## src/rtl/stopwatch_ctrl.sv

```systemverilog
// ---------------------------------------------------------------------------
// stopwatch_debounce
//
// Purpose: turns one raw, asynchronous, bouncy push-button into a clean
// one-cycle press pulse in the system clock domain.
//
// Ports:
//   clk      system clock
//   rst      synchronous, active-high reset
//   btn_raw  raw button level, active-high, asynchronous to clk
//   press    one-cycle pulse on each accepted rising edge of the button
//
// Pipeline from a clean raw rising edge first sampled at edge N:
//   N                   : first synchronizer stage captures the level
//   N+1                 : second synchronizer stage
//   N+1+DEBOUNCE_CYCLES : debounced level flips
//   N+2+DEBOUNCE_CYCLES : press pulse is high
// so the consumer reacts on edge N+3+DEBOUNCE_CYCLES.
// ---------------------------------------------------------------------------
module stopwatch_debounce #(
    parameter int DEBOUNCE_CYCLES = 500000
) (
    input  logic clk,
    input  logic rst,
    input  logic btn_raw,
    output logic press
);

    // Counter only needs to reach DEBOUNCE_CYCLES-1; the flip happens on the
    // sample that would have made it DEBOUNCE_CYCLES.
    localparam int CNT_W = (DEBOUNCE_CYCLES > 1) ? $clog2(DEBOUNCE_CYCLES) : 1;
    localparam logic [CNT_W-1:0] CNT_LAST = CNT_W'(DEBOUNCE_CYCLES - 1);

    logic             sync1_q, sync1_d;
    logic             sync2_q, sync2_d;
    logic [CNT_W-1:0] cnt_q, cnt_d;
    logic             level_q, level_d;
    logic             level_dly_q, level_dly_d;
    logic             press_q, press_d;

    always_comb begin
        sync1_d     = btn_raw;
        sync2_d     = sync1_q;
        cnt_d       = cnt_q;
        level_d     = level_q;
        level_dly_d = level_q;

        // Any sample that agrees with the accepted level throws away the
        // partial count, so a single bounce restarts the whole window.
        if (sync2_q == level_q) begin
            cnt_d = '0;
        end else if (cnt_q == CNT_LAST) begin
            level_d = sync2_q;
            cnt_d   = '0;
        end else begin
            cnt_d = cnt_q + 1'b1;
        end

        // Only rising edges of the accepted level are events; releases are
        // deliberately silent.
        press_d = level_q & ~level_dly_q;
    end

    always_ff @(posedge clk) begin
        if (rst) begin
            sync1_q     <= 1'b0;
            sync2_q     <= 1'b0;
            cnt_q       <= '0;
            level_q     <= 1'b0;
            level_dly_q <= 1'b0;
            press_q     <= 1'b0;
        end else begin
            sync1_q     <= sync1_d;
            sync2_q     <= sync2_d;
            cnt_q       <= cnt_d;
            level_q     <= level_d;
            level_dly_q <= level_dly_d;
            press_q     <= press_d;
        end
    end

    assign press = press_q;

endmodule

// ---------------------------------------------------------------------------
// stopwatch_ctrl
//
// Purpose: control sequencer for a two-digit 0-99 BCD stopwatch. Debounces
// the start/stop and lap/clear buttons, runs the IDLE/RUN/PAUSE/LAP/DONE
// state machine and produces one-cycle count enables, clears and lap loads
// for the counter and display path. Everything runs in the clk_50mhz domain.
//
// Ports:
//   clk_50mhz  system clock
//   rst        synchronous, active-high reset
//   btn_ss     raw start/stop button (asynchronous, active-high)
//   btn_lc     raw lap/clear button (asynchronous, active-high)
//   at_max     counter currently holds 99
//   cnt_tick   one-cycle count enable to the units counter
//   cnt_clr    one-cycle counter clear
//   lap_load   one-cycle pulse: display latches the current count
//   disp_hold  display shows the latched lap value instead of the live count
//   state      IDLE=0, RUN=1, PAUSE=2, LAP=3, DONE=4
// ---------------------------------------------------------------------------
module stopwatch_ctrl #(
    parameter int CLK_HZ          = 50000000,
    parameter int TICK_HZ         = 100,
    parameter int DEBOUNCE_CYCLES = 500000,
    parameter int WRAP            = 0
) (
    input  logic       clk_50mhz,
    input  logic       rst,
    input  logic       btn_ss,
    input  logic       btn_lc,
    input  logic       at_max,
    output logic       cnt_tick,
    output logic       cnt_clr,
    output logic       lap_load,
    output logic       disp_hold,
    output logic [2:0] state
);

    localparam int DIV   = CLK_HZ / TICK_HZ;
    localparam int DIV_W = (DIV > 1) ? $clog2(DIV) : 1;
    localparam logic [DIV_W-1:0] DIV_LAST = DIV_W'(DIV - 1);
    localparam bit STOP_AT_MAX = (WRAP == 0);

    typedef enum logic [2:0] {
        ST_IDLE  = 3'd0,
        ST_RUN   = 3'd1,
        ST_PAUSE = 3'd2,
        ST_LAP   = 3'd3,
        ST_DONE  = 3'd4
    } state_t;

    logic ss_press;
    logic lc_press;

    stopwatch_debounce #(
        .DEBOUNCE_CYCLES (DEBOUNCE_CYCLES)
    ) u_deb_ss (
        .clk     (clk_50mhz),
        .rst     (rst),
        .btn_raw (btn_ss),
        .press   (ss_press)
    );

    stopwatch_debounce #(
        .DEBOUNCE_CYCLES (DEBOUNCE_CYCLES)
    ) u_deb_lc (
        .clk     (clk_50mhz),
        .rst     (rst),
        .btn_raw (btn_lc),
        .press   (lc_press)
    );

    state_t           state_q, state_d;
    logic [DIV_W-1:0] div_q, div_d;
    logic             cnt_tick_q, cnt_tick_d;
    logic             cnt_clr_q, cnt_clr_d;
    logic             lap_load_q, lap_load_d;
    logic             disp_hold_q, disp_hold_d;

    logic ss_ev;
    logic lc_ev;
    logic running;
    logic terminal;
    logic max_stop;

    always_comb begin
        // start/stop has priority: a lap/clear landing in the same cycle is
        // dropped rather than queued.
        ss_ev = ss_press;
        lc_ev = lc_press & ~ss_press;

        running  = (state_q == ST_RUN) || (state_q == ST_LAP);
        terminal = running && (div_q == DIV_LAST);
        max_stop = terminal && STOP_AT_MAX && at_max;

        state_d     = state_q;
        div_d       = div_q;
        cnt_clr_d   = 1'b0;
        lap_load_d  = 1'b0;
        disp_hold_d = disp_hold_q;

        // The divider advances on the current state only, so the cycle that
        // leaves RUN/LAP still counts and its terminal still ticks; PAUSE
        // simply freezes it, preserving phase across the pause.
        if (running) begin
            div_d = terminal ? '0 : div_q + 1'b1;
        end
        cnt_tick_d = terminal && !max_stop;

        unique case (state_q)
            ST_IDLE: begin
                if (ss_ev) begin
                    state_d = ST_RUN;
                    div_d   = '0;
                end else if (lc_ev) begin
                    cnt_clr_d = 1'b1;
                end
            end

            ST_RUN: begin
                // Hitting 99 overrides any button so the counter never
                // advances past its top value.
                if (max_stop) begin
                    state_d     = ST_DONE;
                    disp_hold_d = 1'b0;
                end else if (ss_ev) begin
                    state_d = ST_PAUSE;
                end else if (lc_ev) begin
                    state_d     = ST_LAP;
                    lap_load_d  = 1'b1;
                    disp_hold_d = 1'b1;
                end
            end

            ST_LAP: begin
                if (max_stop) begin
                    state_d     = ST_DONE;
                    disp_hold_d = 1'b0;
                end else if (ss_ev) begin
                    state_d     = ST_PAUSE;
                    disp_hold_d = 1'b0;
                end else if (lc_ev) begin
                    state_d     = ST_RUN;
                    disp_hold_d = 1'b0;
                end
            end

            ST_PAUSE: begin
                if (ss_ev) begin
                    state_d = ST_RUN;
                end else if (lc_ev) begin
                    state_d   = ST_IDLE;
                    cnt_clr_d = 1'b1;
                end
            end

            ST_DONE: begin
                disp_hold_d = 1'b0;
                if (lc_ev) begin
                    state_d   = ST_IDLE;
                    cnt_clr_d = 1'b1;
                end
            end

            default: begin
                state_d     = ST_IDLE;
                disp_hold_d = 1'b0;
                cnt_tick_d  = 1'b0;
            end
        endcase
    end

    always_ff @(posedge clk_50mhz) begin
        if (rst) begin
            state_q     <= ST_IDLE;
            div_q       <= '0;
            cnt_tick_q  <= 1'b0;
            cnt_clr_q   <= 1'b0;
            lap_load_q  <= 1'b0;
            disp_hold_q <= 1'b0;
        end else begin
            state_q     <= state_d;
            div_q       <= div_d;
            cnt_tick_q  <= cnt_tick_d;
            cnt_clr_q   <= cnt_clr_d;
            lap_load_q  <= lap_load_d;
            disp_hold_q <= disp_hold_d;
        end
    end

    assign cnt_tick  = cnt_tick_q;
    assign cnt_clr   = cnt_clr_q;
    assign lap_load  = lap_load_q;
    assign disp_hold = disp_hold_q;
    assign state     = state_q;

endmodule

```

## config.mk

```make
export PLATFORM = sky130hd
export DESIGN_NAME = stopwatch_ctrl
export DESIGN_NICKNAME = d
export VERILOG_FILES = /design/src/rtl/stopwatch_ctrl.sv
export SDC_FILE = /design/constraint.sdc
export NUM_CORES = 1
export LEC_CHECK = 0
export CAP_MARGIN = 20
export CORE_ASPECT_RATIO = 1.4
export CORE_UTILIZATION = 33
export CTS_BUF_LIST = sky130_fd_sc_hd__clkbuf_2 sky130_fd_sc_hd__clkbuf_4 sky130_fd_sc_hd__clkbuf_8
export DETAILED_ROUTE_END_ITERATION = 10
export PLACE_DENSITY = 0.45
export SYNTH_ARGS = -nofsm -noshare
export SYNTH_HDL_FRONTEND = slang
export SYNTH_SLANG_ARGS = --single-unit
```

## constraint.sdc

```tcl
create_clock -name clk_50mhz -period 3 [get_ports clk_50mhz]
set_clock_uncertainty 0.15 [all_clocks]
set_input_delay 0.45 -clock clk_50mhz [delete_from_list [all_inputs] [get_ports clk_50mhz]]
set_output_delay 0.45 -clock clk_50mhz [all_outputs]
set_load 0.01 [all_outputs]
```

## Yosys cells after proc, flatten, opt, wreduce, memory -nomap -nowiden

Index checks and enable logic that the tools add are counted.

| word-level totals | value |
|---|---|
| bits in registers | 74 |
| bits of input ports | 5 |

| operators by class | value |
|---|---|
| add/subtract/negate cells | 3 |
| multiplexer cells | 24 |
| equal/unequal tests | 14 |
| bitwise logic cells | 11 |
| reduce and logical (&&, ||, !) cells | 16 |

Operators by type and width:

| cell | count |
|---|---|
| 2-to-1 mux 19 bit | 4 |
| adder 19 x 1 -> 19 bit, second input constant | 3 |
| == test 19 bit, second input constant | 3 |
| 2-to-1 mux 3 bit | 9 |
| one-hot mux 3 bit (5 select lines) | 1 |
| OR reduction 3 bit | 3 |
| 2-to-1 mux 1 bit | 8 |
| inequality test 4 x 3 -> 1 bit, second input constant | 2 |
| inverter 1 bit | 8 |
| == test 3 x 2 -> 1 bit, second input constant | 2 |
| inequality test 3 bit, second input constant | 2 |
| OR reduction 5 bit | 1 |
| AND reduction 2 bit | 2 |
| AND reduction 4 bit | 1 |
| OR reduction 2 bit | 2 |
| bitwise AND 1 bit | 3 |
| == test 3 x 1 -> 1 bit, second input constant | 1 |
| == test 3 bit, second input constant | 1 |
| logical AND 1 bit | 3 |
| zero test 3 bit | 1 |
| one-hot mux 1 bit (3 select lines) | 1 |
| AND reduction 3 bit | 1 |
| == test 1 bit | 2 |
| inequality test 2 x 1 -> 1 bit, second input constant | 1 |
| 3 further kinds | 3 |

## Depth between registers and ports, before layout

| logic depth | value |
|---|---|
| word-level depth | 7 |
| gate-level depth with buffers | 7 |

## By module

From an unflattened synthesis, not the netlist that was laid out.

| second synthesis, totals | value |
|---|---|
| cells, all modules | 371 |
| area, all modules | 3315.7 µm² |

By module, submodules not included:

| module | cells an instance | instances | sequential area each (µm²) | area an instance (µm²) |
|---|---|---|---|---|
| stopwatch_ctrl | 142 | 1 | 520.5 | 1226.2 |
| stopwatch_debounce (u_deb_lc) | 115 | 1 | 480.5 | 1047.3 |
| stopwatch_debounce (u_deb_ss) | 114 | 1 | 480.5 | 1042.2 |

## Least setup slack after synthesis

Ideal clock, no wire load.

| timing | value |
|---|---|
| path kind | register to register |
| start point | register div_q[6] |
| end point | register state_q[2] (netlist: state[2]) |
| arrival time | 1.937 ns |
| setup time | 0.070 ns |
| period minus slack after synthesis | 2.157 ns |
| path slack | 0.843 ns |
| cell stages (with the launch flop) | 6 |
| path through | dfxtp_1 > or4b_1 > or4_1 > buf_2 > or3_1 > a21oi_1 |

| on the way | value |
|---|---|
| longest elaborated chain between the ends | 5 |

Ends and longest elaborated chain:

| item | line | source |
|---|---|---|
| start: declaration | 159 | `logic [DIV_W-1:0] div_q, div_d;` |
| start signal: assignment | 268 | `div_q <= div_d;` |
| == test 19 bit (*) | 178 | `terminal = running && (div_q == DIV_LAST);` |
| logical AND 1 bit (*) | 178 |  |
| logical AND 1 bit (*) | 179 | `max_stop = terminal && STOP_AT_MAX && at_max;` |
| 2-to-1 mux 3 bit (tied with other cells) | 221 | `if (max_stop) begin` |
| one-hot mux 3 bit (5 select lines) or AND reduction 3 bit (tied branches) | n/a |  |
| end signal: assignment | 267 | `state_q <= state_d;` |
| end: declaration | 158 | `state_t state_q, state_d;` |

Mark *: on every way between the ends. The rest lies on a longest branch, timed or not.
A chain may end at the register's enable or synchronous reset.

## Worst setup path after layout

| timing | value |
|---|---|
| start point | register div_q[6] |
| end point | register div_q[10] |

| on the way | value |
|---|---|
| longest elaborated chain between the ends | 6 |

Ends and longest elaborated chain:

| item | line | source |
|---|---|---|
| parallel branches: the longest is 2 deep, another holds adder 19 x 1 -> 19 bit | n/a |  |
| 2-to-1 mux 19 bit (*) | 191 | `div_d = terminal ? '0 : div_q + 1'b1;` |
| 2-to-1 mux 19 bit (*) | 190 | `if (running) begin` |
| 2-to-1 mux 19 bit | 197 | `if (ss_ev) begin` |
| 2-to-1 mux 19 bit (*) | 195 | `unique case (state_q)` |

Mark *: on every way between the ends.

==> metrics.csv <==
metric,value,unit
static leakage,1.12,nW
Worst setup SP type,flop,
maxcap violations,0,
Pwr per Cell Area,535,mW/mm2
crit-path max FO,16,
clock slew at reported path FFs,80,ps
n_diodes,0,
P&R area growth vs syn,14.5,%
gr ovfl total,0,
family with the most delay on the worst path,simple AND/OR/NAND/NOR gates,
Setup Total Neg Slack,0,ps
Final Hold Viols,0,
post-route minimum period,2370,ps
synth unique cells,43,
Clock Tree Buf Depth,2,
crit-path max cell delay,700,ps
post-route cell area,0.00372,mm2
Syn Area/Cell,8.71,um2
Syn. warnings,0,
CTS Hold Bufs,0,
clk_lat worst skew,350,ps
Post-synth EDFFs,0,
die height,119,um
post-synth top area cell,dfxtp_1,
mapped cell area,0.00325,mm2
initial antenna violation count,0,
# Post-CTS Setup Buffers,0,
share of cells above drive strength 1,0.0674,
worst setup margin,627,ps
CTS tree,done,
final net count,389,
CTS root buf,clkbuf_8,
Crit Path Category,flop to flop,
Non-Filler Instances,518,
Post-Route WL,6.60,mm
drt first pass iters,4,
Rows,42,
slew margin rel.,0.531,
# resized after CTS,0,
status,completed,
IO Pins,12,
port bufs,11,
DP Cell Count,502,
maximum VDD drop,168,uV
Chip Width,85.9,um
unrepaired setup endpoints after global routing,false,
worst path required time,3080,ps
core footprint,0.00951,mm2
FMAX,0.421,GHz
worst hold stages,1,
slowest CP cell,or4_1,
TritonCTS buffer count,9,
Synth area leaders,"dfxtp_1 46%, nor2_1 4.8%, xnor2_1 4.8%",
via/cell ratio,5.00,
crit share post-route,0.791,
cells along the critical path,or4b_1 > or4_1 > o21bai_4 > nor2_1,
hpwl dp,4.56,mm
Post-Syn Instances,373,
CTS H-tree depth,3,
syn nets,381,
Starting Density,0.342,
Worst-Margin Slew,694,ps
Area after DPL,0.00347,mm2
drt initial violations,104,
Crit path depth,4,
arrival time worst endpoint,2450,ps
R2R depth,4,
# setup viols final,0,
vias in the first global route,2429,
Buf/Inv on CP,0,
first-pass GRT wire length,11.4,mm
synth cell count leaders,"74 x dfxtp_1, 42 x nor2_1, 30 x nand2_1",
"flops & latches, synth",74,
DR DRC count,0,
max-slew violation count,0,
largest net degree at the start of global routing,18,
type of the tightest min-delay check,flop to flop,
top-area cell type share of the netlist area,0.456,
total number of vias,2590,
most common cell in the netlist,dfxtp_1,
Die Area,0.0103,mm2
antenna-violating nets left,0,
Crit. End Element,flop,
ys flop type,dfxtp_1,
Place WS,602,ps
drt wl/cell,12.7,um
Fillers,972,
clock sink total,74,
GRT Total Usage,0.140,
Post-synth ARST share,0,
register area share after synthesis,0.456,
GPL Wtd Cong,0.732,
==> through the flow <==
stage                     hold slack [ps]   util  power (mW)
after global placement                223  0.365        1.05
after floorplan                       217      -        1.03
final                                 237  0.391        1.99
after global routing                  265  0.391        2.07
after detailed placement              225  0.365        1.05
after CTS                             237  0.391        2.02
==> power breakdown <==
group          internal, mW  switching (mW)
Combinational        0.0142          0.0182
Sequential            0.986         0.00267
Clock                 0.595           0.374
==> placed cells by master, fill, tap and decap left out, drive strengths merged, types with 3 or more instances in the layout <==
master,instances
dfxtp,74
nor2,42
nand2,30
a21oi,25
nand3,20
xnor2,18
xor2,16
o21ai,14
or3,13
or4,12
inv,11
clkbuf,11
clkdlybuf4s50,11
nand4,9
o31ai,9
nor4,9
nor2b,9
nor4b,4
or2,4
nor3,4
and4,4
a2111oi,3
ha,3
bufinv,3
and3,3
==> final timing paths <==
| kind | start | slack (ps) | to |
|---|---|---|---|
| min reg2reg | u_deb_ss.level_dly_q | 240 | u_deb_ss.press |
| max reg2reg | div_q[6] | 630 | div_q[10] |
| min | u_deb_ss.level_dly_q | 240 | u_deb_ss.press |
| max | div_q[6] | 630 | div_q[10] |
==> per-layer routing <==
metal | up-vias | routed length, um | GRT usage
li1 | 1350 | - | -
met1 | 1203 | 3220 | 0.179
met2 | 25 | 3080 | 0.223
met3 | 12 | 151 | 0.0291
met4 | 0 | 143 | 0.0688
met5 | - | 0 | 0
==> registers in the layout, indices dropped and copies added, names as in the netlist, 3 cells and up <==
register        count
state               3
u_deb_ss.cnt_q     19
div_q              19
u_deb_lc.cnt_q     19
==> layout make-up <==
type / instances / area (um2) / area share
multi-input combinational: 273 / 1670 / 0.448
sequential: 74 / 1480 / 0.398
tap: 132 / 165 / 0.0444
clock buffer: 11 / 151 / 0.0407
timing repair buffer: 12 / 118 / 0.0316
clock inverter: 5 / 100 / 0.0269
inverter: 11 / 41.3 / 0.0111
==> cell families (layout without fill, tap and decap cells) <==
group	count (synthesis)	in the layout	share of synthesized area
buffers and inverters	26	39	0.0316
xor gates and xnor gates	34	34	0.0916
DFF	74	74	0.456
and+or+nand+nor	173	173	0.287
adders and majority gates	3	3	0.0115
AOI/OAI and AO/OA	63	63	0.122
No activity file was read; power rests on OpenSTA's default activity.
